==> src/rtl/fetch_pkg.sv <==
// Shared types and constants for the instruction-fetch stage.
// Holds the default bus widths, the word size and the queue entry layout.
// Fetch-stage modules import this package.
package fetch_pkg;

  localparam int PC_WIDTH_DEF   = 8;
  localparam int INST_WIDTH_DEF = 32;
  localparam int WORD_BYTES     = 4;

  // One fetched instruction tagged with the byte address it came from.
  typedef struct packed {
    logic [PC_WIDTH_DEF-1:0]   pc;
    logic [INST_WIDTH_DEF-1:0] inst;
  } fetch_entry_t;

endpackage

==> src/rtl/fetch_queue.sv <==
// Purpose: 2-entry in-order queue of fetched {pc, inst} entries.
// Latency: a pushed entry is visible at the head after the push edge.
// Backpressure: no internal stall; the caller keeps pushes within capacity.
module fetch_queue
  import fetch_pkg::*;
(
  input  logic         clk,
  input  logic         rst_n,
  input  logic         flush,
  input  logic         push,
  input  fetch_entry_t push_dat,
  input  logic         pop,
  output fetch_entry_t head_dat,
  output logic [1:0]   count
);

  fetch_entry_t [1:0] mem_q, mem_d;
  logic [1:0]         count_q, count_d;
  logic               pop_ok;
  logic [1:0]         wr_pos;

  // Next-state: flush wins; otherwise shift on pop and write behind the survivor.
  always_comb begin
    mem_d   = mem_q;
    count_d = count_q;
    pop_ok  = pop && (count_q != 2'd0);
    wr_pos  = count_q - {1'b0, pop_ok};
    if (flush) begin
      count_d = 2'd0;
    end else begin
      if (pop_ok) begin
        mem_d[0] = mem_q[1];
      end
      if (push) begin
        mem_d[wr_pos[0]] = push_dat;
      end
      count_d = count_q + {1'b0, push} - {1'b0, pop_ok};
    end
  end

  // Storage and occupancy registers.
  always_ff @(posedge clk or negedge rst_n) begin
    if (!rst_n) begin
      mem_q   <= '0;
      count_q <= 2'd0;
    end else begin
      mem_q   <= mem_d;
      count_q <= count_d;
    end
  end

  assign head_dat = mem_q[0];
  assign count    = count_q;

endmodule

==> src/rtl/fetch_unit.sv <==
// Purpose: owns the PC, issues reads to a 1-cycle imem and hands {pc, inst} to decode.
// Latency: first word is valid after the second edge out of reset or after a redirect.
// Backpressure: out_valid/out_ready; requests stop once queued plus in-flight words reach 2.
module fetch_unit
  import fetch_pkg::*;
#(
  parameter int                  PC_WIDTH   = PC_WIDTH_DEF,
  parameter int                  INST_WIDTH = INST_WIDTH_DEF,
  parameter logic [PC_WIDTH-1:0] RESET_PC   = '0
) (
  input  logic                  clk,
  input  logic                  rst_n,
  output logic                  imem_req,
  output logic [PC_WIDTH-1:0]   imem_addr,
  input  logic [INST_WIDTH-1:0] imem_rdata,
  input  logic                  redirect_valid,
  input  logic [PC_WIDTH-1:0]   redirect_pc,
  output logic                  out_valid,
  input  logic                  out_ready,
  output logic [INST_WIDTH-1:0] out_inst,
  output logic [PC_WIDTH-1:0]   out_pc,
  output logic [PC_WIDTH-1:0]   out_pc_plus4
);

  localparam logic [PC_WIDTH-1:0] STEP = PC_WIDTH'(WORD_BYTES);

  logic [PC_WIDTH-1:0] pc_q, pc_d;
  logic [PC_WIDTH-1:0] inflight_pc_q, inflight_pc_d;
  logic                inflight_q, inflight_d;
  logic [1:0]          q_count;
  logic [2:0]          fill;
  logic                pop, push;
  fetch_entry_t        head, push_ent;

  assign pop  = out_valid & out_ready;
  assign fill = {1'b0, q_count} + {2'b00, inflight_q};

  // Credit check: a slot must be free counting the word already in flight and
  // any entry decode takes this cycle, so a return can never overflow the queue.
  assign imem_req  = rst_n & ~redirect_valid & (fill < (3'd2 + {2'b00, pop}));
  assign imem_addr = pc_q;

  // A redirect discards the in-flight word; otherwise the returned word is queued.
  assign push         = inflight_q & ~redirect_valid;
  assign push_ent.pc   = inflight_pc_q;
  assign push_ent.inst = imem_rdata;

  // PC and in-flight tracking: redirect overrides issue.
  always_comb begin
    pc_d          = pc_q;
    inflight_d    = 1'b0;
    inflight_pc_d = inflight_pc_q;
    if (redirect_valid) begin
      pc_d = {redirect_pc[PC_WIDTH-1:2], 2'b00};
    end else if (imem_req) begin
      pc_d          = pc_q + STEP;
      inflight_d    = 1'b1;
      inflight_pc_d = pc_q;
    end
  end

  // PC and in-flight registers.
  always_ff @(posedge clk or negedge rst_n) begin
    if (!rst_n) begin
      pc_q          <= RESET_PC;
      inflight_q    <= 1'b0;
      inflight_pc_q <= '0;
    end else begin
      pc_q          <= pc_d;
      inflight_q    <= inflight_d;
      inflight_pc_q <= inflight_pc_d;
    end
  end

  fetch_queue u_queue (
    .clk      (clk),
    .rst_n    (rst_n),
    .flush    (redirect_valid),
    .push     (push),
    .push_dat (push_ent),
    .pop      (pop),
    .head_dat (head),
    .count    (q_count)
  );

  // Data outputs read as zero whenever nothing is offered.
  assign out_valid    = (q_count != 2'd0);
  assign out_inst     = out_valid ? head.inst : '0;
  assign out_pc       = out_valid ? head.pc : '0;
  assign out_pc_plus4 = out_valid ? head.pc + STEP : '0;

endmodule
==> config.mk <==
export PLATFORM = sky130hd
export DESIGN_NAME = fetch_unit
export DESIGN_NICKNAME = d
export VERILOG_FILES = /design/src/rtl/fetch_pkg.sv /design/src/rtl/fetch_queue.sv /design/src/rtl/fetch_unit.sv
export SDC_FILE = /design/constraint.sdc
export NUM_CORES = 1
export LEC_CHECK = 0
export CORE_MARGIN = 2
export CORE_UTILIZATION = 50
export CTS_CLUSTER_SIZE = 40
export DETAILED_ROUTE_END_ITERATION = 8
export GPL_TIMING_DRIVEN = 0
export PLACE_DENSITY = 0.8
export SYNTH_ARGS = -nofsm -noshare
export SYNTH_HDL_FRONTEND = slang
export SYNTH_SLANG_ARGS = --single-unit
==> constraint.sdc <==
create_clock -name clk -period 2.9 [get_ports clk]
set_input_delay 0.58 -clock clk [delete_from_list [all_inputs] [get_ports clk]]
set_output_delay 0.58 -clock clk [all_outputs]
set_load 0.05 [all_outputs]
==> flow_summary.ini, run 1 <==
[setup_path]
cp_top_family = buffers and inverters
endpoint_kind = primary output
max_stage_delay_ns = 0.83
crit_path_start_kind = register
worstSetupPathType = reg -> out
cp_num_buf_inv = 1
arrival_ns = 2.18
crit_path_cell_trace = ha_1 > nand3_1 > xor2_1 > nor2_1 > clkdlybuf4s50_1
critPathRequiredTime_ns = 2.32
crit_fanout = 5
crit_slowest_cell = clkdlybuf4s50_1

[pwr]
cellLeakagePower_uw = 0.002612
switching_power_uw = 3176
comb_power_share_pct = 54.3
p_sw_share_pct = 47.64
vdd_drop_max_v = 0.0004772
clock_power_share_pct = 11.7
seq_power_share_pct = 34.0
power_density_mw_per_mm2 = 1184
p_int_uw = 3491
finalPower_uw = 6668

[finish]
areaGrowthSynthToFinish_pct = 28.13
multi_input_area_mm2 = 0.001902
seq_area_mm2 = 0.002327
drive_gt1_share_pct = 17.90
num-nets-final = 587
fin_area_mm2 = 0.005630
fin_util_pct = 65.20
n_antenna_cell = 0
nFillCells = 712

[logic_synthesis]
netlist.area_leader.share_pct = 52.96
synthTopCellsByCount = dfrtp_1, nand2_1, mux2_2
synthCells = 427
synth_compound_area_share_pct = 8.571
synth_most_common_cell = dfrtp_1
yosys_warnings = 0
synth_edf_count = 0
synth.avg_cell_area_um2 = 10.29
synthArstFlopShare_pct = 100.0
ys_types = 37
netlist_area_mm2 = 0.004394
synth.area.top_cells = dfrtp_1, mux2_2, nand2_1
synthXorXnorAreaFrac_pct = 1.196
synth_top_family_by_area = simple AND/OR/NAND/NOR gates
synthMuxAreaShare_pct = 11.73
ys.flop_type = dfrtp_1
synth_top_area_cell = dfrtp_1
synth_simple_gate_area_share_pct = 19.73
synth-seq-cells = 93
synthAdderAreaFrac_pct = 1.708
ys_seq_area_share_pct = 52.96

[placement]
routabilityCongestion = 0.7972
dpl-instance-area_mm2 = 0.005529
place_hpwl_um = 7511
io_buffer_count = 97

[sta]
hold_viol_final = 0
period_share_pct = 95.30
max_freq_mhz = 361.8
slew_headroom_pct = 59.40
setup_viol = 0
skew_ns = 0.01132
tightestPinTransition_ns = 0.6027
whs_ns = 0.2163
slew_violations = 0
rsz0062_at_grt = false
finalCriticalPeriod_ns = 2.764

[route]
dr.pass1.iters = 4
routed_wl_um = 10210
wl_per_cell_um = 15.71
via_per_inst = 5.322
ant_nets = 0
drc = 0
num_vias = 3459
drtIter0Drc = 90

[flow_run]
drv_cap = 0

[floorplanning]
start_util_pct = 50.88
row_count = 34
die_y_um = 97.75
ioPinCount = 102
die_w_um = 97.75
core-area_mm2 = 0.008636
die_area_mm2 = 0.009554

[grt]
grt_start_max_net_pins = 53
grt_usage_pct = 22.27
first_global_vias = 3494
grt_antenna_before_repair = 0
grt_overflow_total = 0
grt_pass1_wl_um = 17090

[clock_tree]
root_buffer = clkbuf_8
cts_sinks = 93
clkLatencyLatePin_ns = 0.36
cts_buffers = 9
post-cts-setup-buffer-count = 0
path_clk_slew_ns = 0.09
h-tree-depth = 3
cts_tree = yes
postCtsHoldBufs = 0
cts.path.max_buffers = 2

[hold_path]
hp-class = in -> async

[outcome]
outcome = finished, final reports clean
logic make-up after synthesis:
family | Yosys count
and+or+nand+nor | 183
DFF | 93
AOI/OAI and AO/OA | 55
muxes | 46
buffers and inverters | 37
adders and majority gates | 6
xor gates and xnor gates | 6
other | 1
layout make-up:
cell class                 count  area share [%]
buffer                        31           2.778
clock buffer                  10           2.267
clock inverter                 6          0.8667
inverter                       6          0.4000
multi-input combinational    298           33.78
sequential                    93           41.33
tap                          108           2.400
timing repair buffer          98           16.18
cells in the final DEF (no fill, tap or decap), drive strengths merged, types with 3 or more instances in the layout:
master / n
ha: 6
nor2: 44
inv: 7
nor2b: 6
mux2: 44
and2: 41
clkdlybuf4s50: 53
clkbuf: 32
nand4: 3
and3: 3
nand3: 6
dlygate4sd2: 24
o22a: 8
buf: 22
clkinvlp: 3
a31oi: 33
clkdlybuf4s15: 8
dfrtp: 93
xnor2: 3
a21oi: 4
o21ai: 5
xor2: 3
nand2: 70
final timing paths:
kind,end,cells past startpoint,slack [ns],startpoint
setup / recovery,out_pc_plus4[6],5,0.14,u_queue.head_dat[34]
max in group asynchronous,u_queue.head_dat[10],2,2.04,rst_n
hold reg to reg,u_queue.mem_q[70],1,0.51,u_queue.mem_q[70]
setup reg to reg,u_queue.mem_q[52],8,0.48,u_queue.count[0]
min in group clk,u_queue.mem_q[70],1,0.51,u_queue.mem_q[70]
hold / removal,imem_addr[5],1,0.22,rst_n
worst register-to-register path, delay by kind of cell (launching register included):
| family | cells | cell delay, ns |
|---|---|---|
| buffers and inverters | 4 | 0.72 |
| adder cells (fa/ha/maj) | 2 | 0.47 |
| flip-flops | 1 | 0.46 |
| multiplexers | 1 | 0.37 |
| AO/OA/AOI/OAI | 1 | 0.28 |
what timing repair did:
item | CTS | global route
gates resized for setup | 47 | 33
hold endpoints to repair | 0 | 0
setup endpoints to repair | 43 | 32
per-stage QoR:
stage	std cells	worst slack (ns)	setup TNS [ns]
after floorplan	428	0.2758	0
after global placement	633	-3.776	-232.96
after detailed placement	634	-0.3702	-0.4645
after CTS	650	0.05362	0
after global routing	650	0.002517	0
final	650	0.1364	0
flip-flops by register name, summed over array words and instances, names as in the netlist:
signal	cells
u_queue.head_dat	40
u_queue.mem_q	38
imem_addr	6
inflight_pc_q	6
u_queue.count	2
inflight_q	1
layer usage:
| layer | vias up | track usage [%] | wire length [µm] |
|---|---|---|---|
| met5 | - | 0 | 0 |
| met3 | 19 | 3.579 | 379 |
| met4 | 0 | 9.402 | 234 |
| li1 | 1659 | - | - |
| met2 | 88 | 36.66 | 5170 |
| met1 | 1693 | 29.61 | 4428 |
power groups by stage:
stage / registers, µW / logic, µW / clock network [µW]
after detailed placement: 2290 / 3830 / 0
after global routing: 2350 / 3870 / 850
after global placement: 2240 / 3750 / 0
final: 2270 / 3620 / 781
after floorplan: 2210 / 2660 / 0
after CTS: 2260 / 3640 / 796
Note: power is estimated with default switching activity, not from simulation.
==> run 2, diff against run 1 <==
--- a/config.mk
+++ b/config.mk
@@ -6,11 +6,12 @@
 export NUM_CORES = 1
 export LEC_CHECK = 0
 export CORE_MARGIN = 2
-export CORE_UTILIZATION = 50
+export CORE_UTILIZATION = 49
+export CTS_BUF_LIST = sky130_fd_sc_hd__clkbuf_8 sky130_fd_sc_hd__clkbuf_16
 export CTS_CLUSTER_SIZE = 40
 export DETAILED_ROUTE_END_ITERATION = 8
 export GPL_TIMING_DRIVEN = 0
-export PLACE_DENSITY = 0.8
+export PLACE_DENSITY = 0.79
 export SYNTH_ARGS = -nofsm -noshare
 export SYNTH_HDL_FRONTEND = slang
 export SYNTH_SLANG_ARGS = --single-unit
==> run 2 against run 1 <==
- first-iteration DRC count is 110% higher
- non-clock buffer count unchanged
- routed wire length rose by 1.7%
- critical path depth did not move
- sequential share of layout area decreased by 0.73 points
- worst setup slack better by 0.0044 ns
- utilization increased by 0.53 points
- fmax up 0.16%
- register-to-register slack improved by 0.03 ns
- via count grew 0.20%
- worst hold slack worse by 0.11 ns
- critical path type unchanged
==> flow_summary.ini, run 2 (synthesized netlist as in run 1, its figures left out) <==
[route]
drtIter0Drc = 192
dr.pass1.iters = 4
num_vias = 3466
via_per_inst = 5.341
ant_nets = 0
drc = 0
wl_per_cell_um = 16.00
routed_wl_um = 10380

[pwr]
power_density_mw_per_mm2 = 1214
clock_power_share_pct = 14.7
comb_power_share_pct = 52.7
p_int_uw = 3775
p_sw_share_pct = 45.76
seq_power_share_pct = 32.6
finalPower_uw = 6959
vdd_drop_max_v = 0.0005433
cellLeakagePower_uw = 0.002662
switching_power_uw = 3185

[floorplanning]
die_area_mm2 = 0.009742
row_count = 34
die_w_um = 98.70
ioPinCount = 102
core-area_mm2 = 0.008721
start_util_pct = 50.39
die_y_um = 98.70

[finish]
layout_commonest_cell = dfrtp_1
n_antenna_cell = 0
final_cell_mix = dfrtp_1, nand2_1, clkdlybuf4s50_1
num-nets-final = 587
fin_util_pct = 65.72
largest_register_ffs = 40
drive_gt1_share_pct = 16.82
areaGrowthSynthToFinish_pct = 30.44
nFillCells = 709
finalNonFillerCells = 649

[setup_path]
arrival_ns = 2.18
worstSetupPathType = reg -> out
crit_path_start_kind = register
crit_fanout = 10
crit_slowest_cell = dlygate4sd2_1
r2r_end = u_queue.mem_q[55]
max_stage_delay_ns = 0.55
endpoint_kind = primary output
crit_path_cell_trace = nor2_4 > inv_1 > clkbuf_2 > and2_1 > dlygate4sd2_1
worstRegToRegCells = 8
crit_start = u_queue.count[1]
critPathRequiredTime_ns = 2.32
timing.rr.start = u_queue.count[0]
r2r_slack_ns = 0.51

[placement]
routabilityCongestion = 0.8110
io_buffer_count = 97
place_hpwl_um = 7503
placed_cells = 634

[flow_run]
drv_cap = 0

[clock_tree]
cts_tree = yes
cts_buffers = 9
cts_sinks = 93
h-tree-depth = 3
post-cts-setup-buffer-count = 0
cts.path.max_buffers = 2
clkLatencyLatePin_ns = 0.36
postCtsHoldBufs = 0
root_buffer = clkbuf_8
path_clk_slew_ns = 0.08

[sta]
rsz0062_at_grt = false
setup_viol = 0
tightestPinTransition_ns = 0.6268
period_share_pct = 95.15
skew_ns = 0.01140
slew_violations = 0
hold_viol_final = 0
finalCriticalPeriod_ns = 2.759
max_freq_mhz = 362.4
slew_headroom_pct = 58.21

[grt]
first_global_vias = 3481
grt_start_max_net_pins = 62
grt_antenna_before_repair = 0
grt_usage_pct = 22.13
grt_pass1_wl_um = 17270
grt_overflow_total = 0

[hold_path]
hp-class = in -> async

[outcome]
outcome = finished, final reports clean
-- run 2: cell types whose count changed in the layout (fill, tap and decap cells not counted), sizes merged --
cell	change
inv	-1
clkinv	+1
dlygate4sd2	-2
clkbuf	-8
dlymetal6s2s	+1
bufinv	+3
clkinvlp	-3
clkdlybuf4s15	+7
buf	+1
-- run 2: metrics by stage --
| stage | hold WS (ns) | setup TNS [ns] | worst slack, ns | instance area [µm²] |
|---|---|---|---|---|
| floorplan | 0.2844 | 0 | 0.2758 | 4398 |
| global placement | 0.4828 | -240.09 | -3.837 | 5504 |
| detailed placement | 0.4932 | -0.6468 | -0.4675 | 5529 |
| CTS | 0.1076 | 0 | 0.01165 | 5723 |
| global route | 0.1167 | 0 | 0.004544 | 5732 |
| finish | 0.1100 | 0 | 0.1408 | 5732 |
-- run 2: final cells by class --
| class | count | area [µm²] | area share [%] |
|---|---|---|---|
| well taps | 108 | 135.1 | 2.358 |
| multi-input cells | 298 | 1902 | 33.18 |
| flip-flops and latches | 93 | 2327 | 40.60 |
| plain buffers | 31 | 156.4 | 2.729 |
| clock buffers | 9 | 123.9 | 2.161 |
| inverters | 6 | 22.52 | 0.3929 |
| repair buffers | 98 | 952.2 | 16.61 |
| clock inverters | 6 | 112.6 | 1.965 |
-- run 2: metal layers --
layer / part of all wire (%) / GRT usage [%] / wire (µm) / vias up
met1: 46 / 30.29 / 4735 / 1697
met3: 3.6 / 3.546 / 373 / 21
li1: - / - / - / 1663
met2: 48 / 35.48 / 5029 / 85
met4: 2.4 / 9.062 / 245 / 0
met5: 0 / 0 / 0 / -
-- run 2: timing repair --
action,CTS,global route
setup endpoints to repair,45,26
pin swaps,0,0
resized for setup,47,29
-- run 2: worst max-delay path by stage --
stage	to	slack (ns)
after CTS	out_pc_plus4[0]	0.01
after global routing	out_inst[15]	0.005
after detailed placement	imem_req	-0.47
after floorplan	out_pc_plus4[0]	0.28
final	out_pc[0]	0.14
after global placement	imem_req	-3.84
-- run 2: power groups by stage --
stage                     logic [µW]  clock network, µW  registers [µW]
after floorplan                 2660                  0            2210
after global placement          3760                  0            2240
after detailed placement        3850                  0            2280
after CTS                       3680               1030            2260
after global routing            3930               1090            2340
final                           3670               1030            2270
-- run 2: worst max-delay path, delay by kind of cell, from the launching register on --
kind	cells	cell delay, ns
flops	1	0.48
simple gates	2	0.29
buf+inv	3	1.06
==> run 3, diff against run 2 <==
--- a/config.mk
+++ b/config.mk
@@ -5,6 +5,7 @@
 export SDC_FILE = /design/constraint.sdc
 export NUM_CORES = 1
 export LEC_CHECK = 0
+export CORE_ASPECT_RATIO = 0.5
 export CORE_MARGIN = 2
 export CORE_UTILIZATION = 49
 export CTS_BUF_LIST = sky130_fd_sc_hd__clkbuf_8 sky130_fd_sc_hd__clkbuf_16
==> run 3 against run 2 <==
- count of clock-buffer cells in the layout up 3
- routed wire length fell by 2.3%
- global-route usage is 0.36 points higher
- combinational power decreased by 2%
- worst setup slack got worse by 0.0045 ns
- clock skew down 0.0061 ns
- via count grew 0.49%
- sequential power about the same
- total power increased by 1.6%
- cell area rose by 1.5%
==> flow_summary.ini, run 3 (synthesized netlist as in run 1, its figures left out) <==
[finish]
areaGrowthSynthToFinish_pct = 32.43
final_cell_mix = dfrtp_1, nand2_1, clkdlybuf4s50_1
n_antenna_cell = 0
finalNonFillerCells = 661
nFillCells = 729
num-nets-final = 589
drive_gt1_share_pct = 16.91
largest_register_ffs = 40
layout_commonest_cell = dfrtp_1

[grt]
grt_pass1_wl_um = 17030
grt_start_max_net_pins = 70
grt_usage_pct = 22.48
grt_antenna_before_repair = 0
grt_overflow_total = 0
first_global_vias = 3522

[setup_path]
crit_path_start_kind = register
critPathRequiredTime_ns = 2.32
crit_path_cell_trace = nor2_2 > inv_1 > clkbuf_1 > and2_1 > dlygate4sd2_1
arrival_ns = 2.18
max_stage_delay_ns = 0.53
endpoint_kind = primary output
crit_slowest_cell = dlygate4sd2_1
cp_top_family = buffers and inverters
worstSetupPathType = reg -> out
crit_fanout = 10
cp_num_buf_inv = 3

[pwr]
clock_power_share_pct = 17.0
p_int_uw = 3927
switching_power_uw = 3144
vdd_drop_max_v = 0.0006241
seq_power_share_pct = 32.0
power_density_mw_per_mm2 = 1215
cellLeakagePower_uw = 0.002720
p_sw_share_pct = 44.46
comb_power_share_pct = 51.0

[sta]
slew_headroom_pct = 55.81
fin_tns_setup_ns = 0
skew_ns = 0.005325
setup_viol = 0
max_freq_mhz = 361.8
slew_violations = 0
period_share_pct = 95.30
whs_ns = 0.1605
finalCriticalPeriod_ns = 2.764
tightestPinTransition_ns = 0.6628
hold_viol_final = 0
rsz0062_at_grt = false

[placement]
io_buffer_count = 97
routabilityCongestion = 0.8114
placed_cells = 643
place_hpwl_um = 7102

[clock_tree]
clkLatencyLatePin_ns = 0.33
cts_sinks = 93
path_clk_slew_ns = 0.06
cts_buffers = 9
cts.path.max_buffers = 2
root_buffer = clkbuf_16
h-tree-depth = 3
cts_tree = yes

[route]
wl_per_cell_um = 15.35
via_per_inst = 5.269
drc = 0
drtIter0Drc = 241
num_vias = 3483
ant_nets = 0
dr.pass1.iters = 4
routed_wl_um = 10150

[floorplanning]
ioPinCount = 102
die_area_mm2 = 0.009787
core-area_mm2 = 0.008708
row_count = 24
die_w_um = 137.9
start_util_pct = 50.46
die_y_um = 70.96

[flow_run]
drv_cap = 0

[outcome]
outcome = finished, final reports clean

[hold_path]
hp-class = in -> async
[run 3: changes by cell type in the layout (fill, tap and decap cells not counted), moves of 2 or more]
cell,previous run,this run
dlygate4sd2_1,22,32
clkbuf_16,0,9
clkdlybuf4s15_1,15,7
clkbuf_8,9,3
buf_4,5,8
bufinv_16,3,1
clkbuf_2,5,3
clkinv_2,1,3
clkinv_4,2,0
[run 3: power groups by stage]
stage / Combinational, µW / Sequential, µW / Clock (µW)
after floorplan: 2660 / 2210 / 0
after global placement: 3750 / 2250 / 0
after detailed placement: 3820 / 2280 / 0
after CTS: 3630 / 2260 / 1220
after global routing: 3880 / 2340 / 1280
final: 3610 / 2260 / 1200
[run 3: timing repair]
action / in CTS / in global routing
cloned: 0 / 0
pin swaps: 0 / 1
gates resized for setup: 48 / 12
hold buffers: 0 / 0
setup buffers: 0 / 2
setup endpoints to repair: 43 / 11
[run 3: metrics by stage]
stage	util [%]	worst slack (ns)	total power [µW]	cell area [µm²]
after floorplan	-	0.2758	4876	4398
after global placement	63.33	-3.917	5999	5515
after detailed placement	63.62	-0.3823	6096	5540
after CTS	66.64	0.007624	7109	5803
after global routing	66.82	0.001472	7501	5819
final	66.82	0.1363	7071	5819
[run 3: worst paths after layout]
check	end	depth (start not counted)	slack, ns	start
max in group asynchronous	u_queue.head_dat[7]	2	2.09	rst_n
worst min-delay path	inflight_pc_q[4]	1	0.16	rst_n
worst max register to register	u_queue.mem_q[55]	8	0.50	u_queue.count[0]
worst min register to register	u_queue.head_dat[32]	1	0.50	u_queue.head_dat[32]
min in group clk	u_queue.head_dat[32]	1	0.50	u_queue.head_dat[32]
worst max-delay path	out_inst[15]	5	0.14	u_queue.count[1]
[run 3: area by class of cell]
class / count / area [µm²] / area share, %
Clock inverter: 4 / 45.04 / 0.7740
Multi-Input combinational cell: 298 / 1897 / 32.60
Tap cell: 117 / 146.4 / 2.516
Clock buffer: 12 / 266.5 / 4.580
Buffer: 31 / 155.1 / 2.666
Timing Repair Buffer: 100 / 959.7 / 16.49
Sequential cell: 93 / 2327 / 39.99
Inverter: 6 / 22.52 / 0.3870
[run 3: metal layers]
| metal | GRT usage (%) | up-vias | part of all wire [%] |
|---|---|---|---|
| met5 | 0 | - | 0 |
| met3 | 4.946 | 10 | 4.5 |
| met1 | 29.55 | 1729 | 43 |
| met2 | 38.06 | 75 | 51 |
| li1 | - | 1669 | - |
| met4 | 6.122 | 0 | 0.98 |
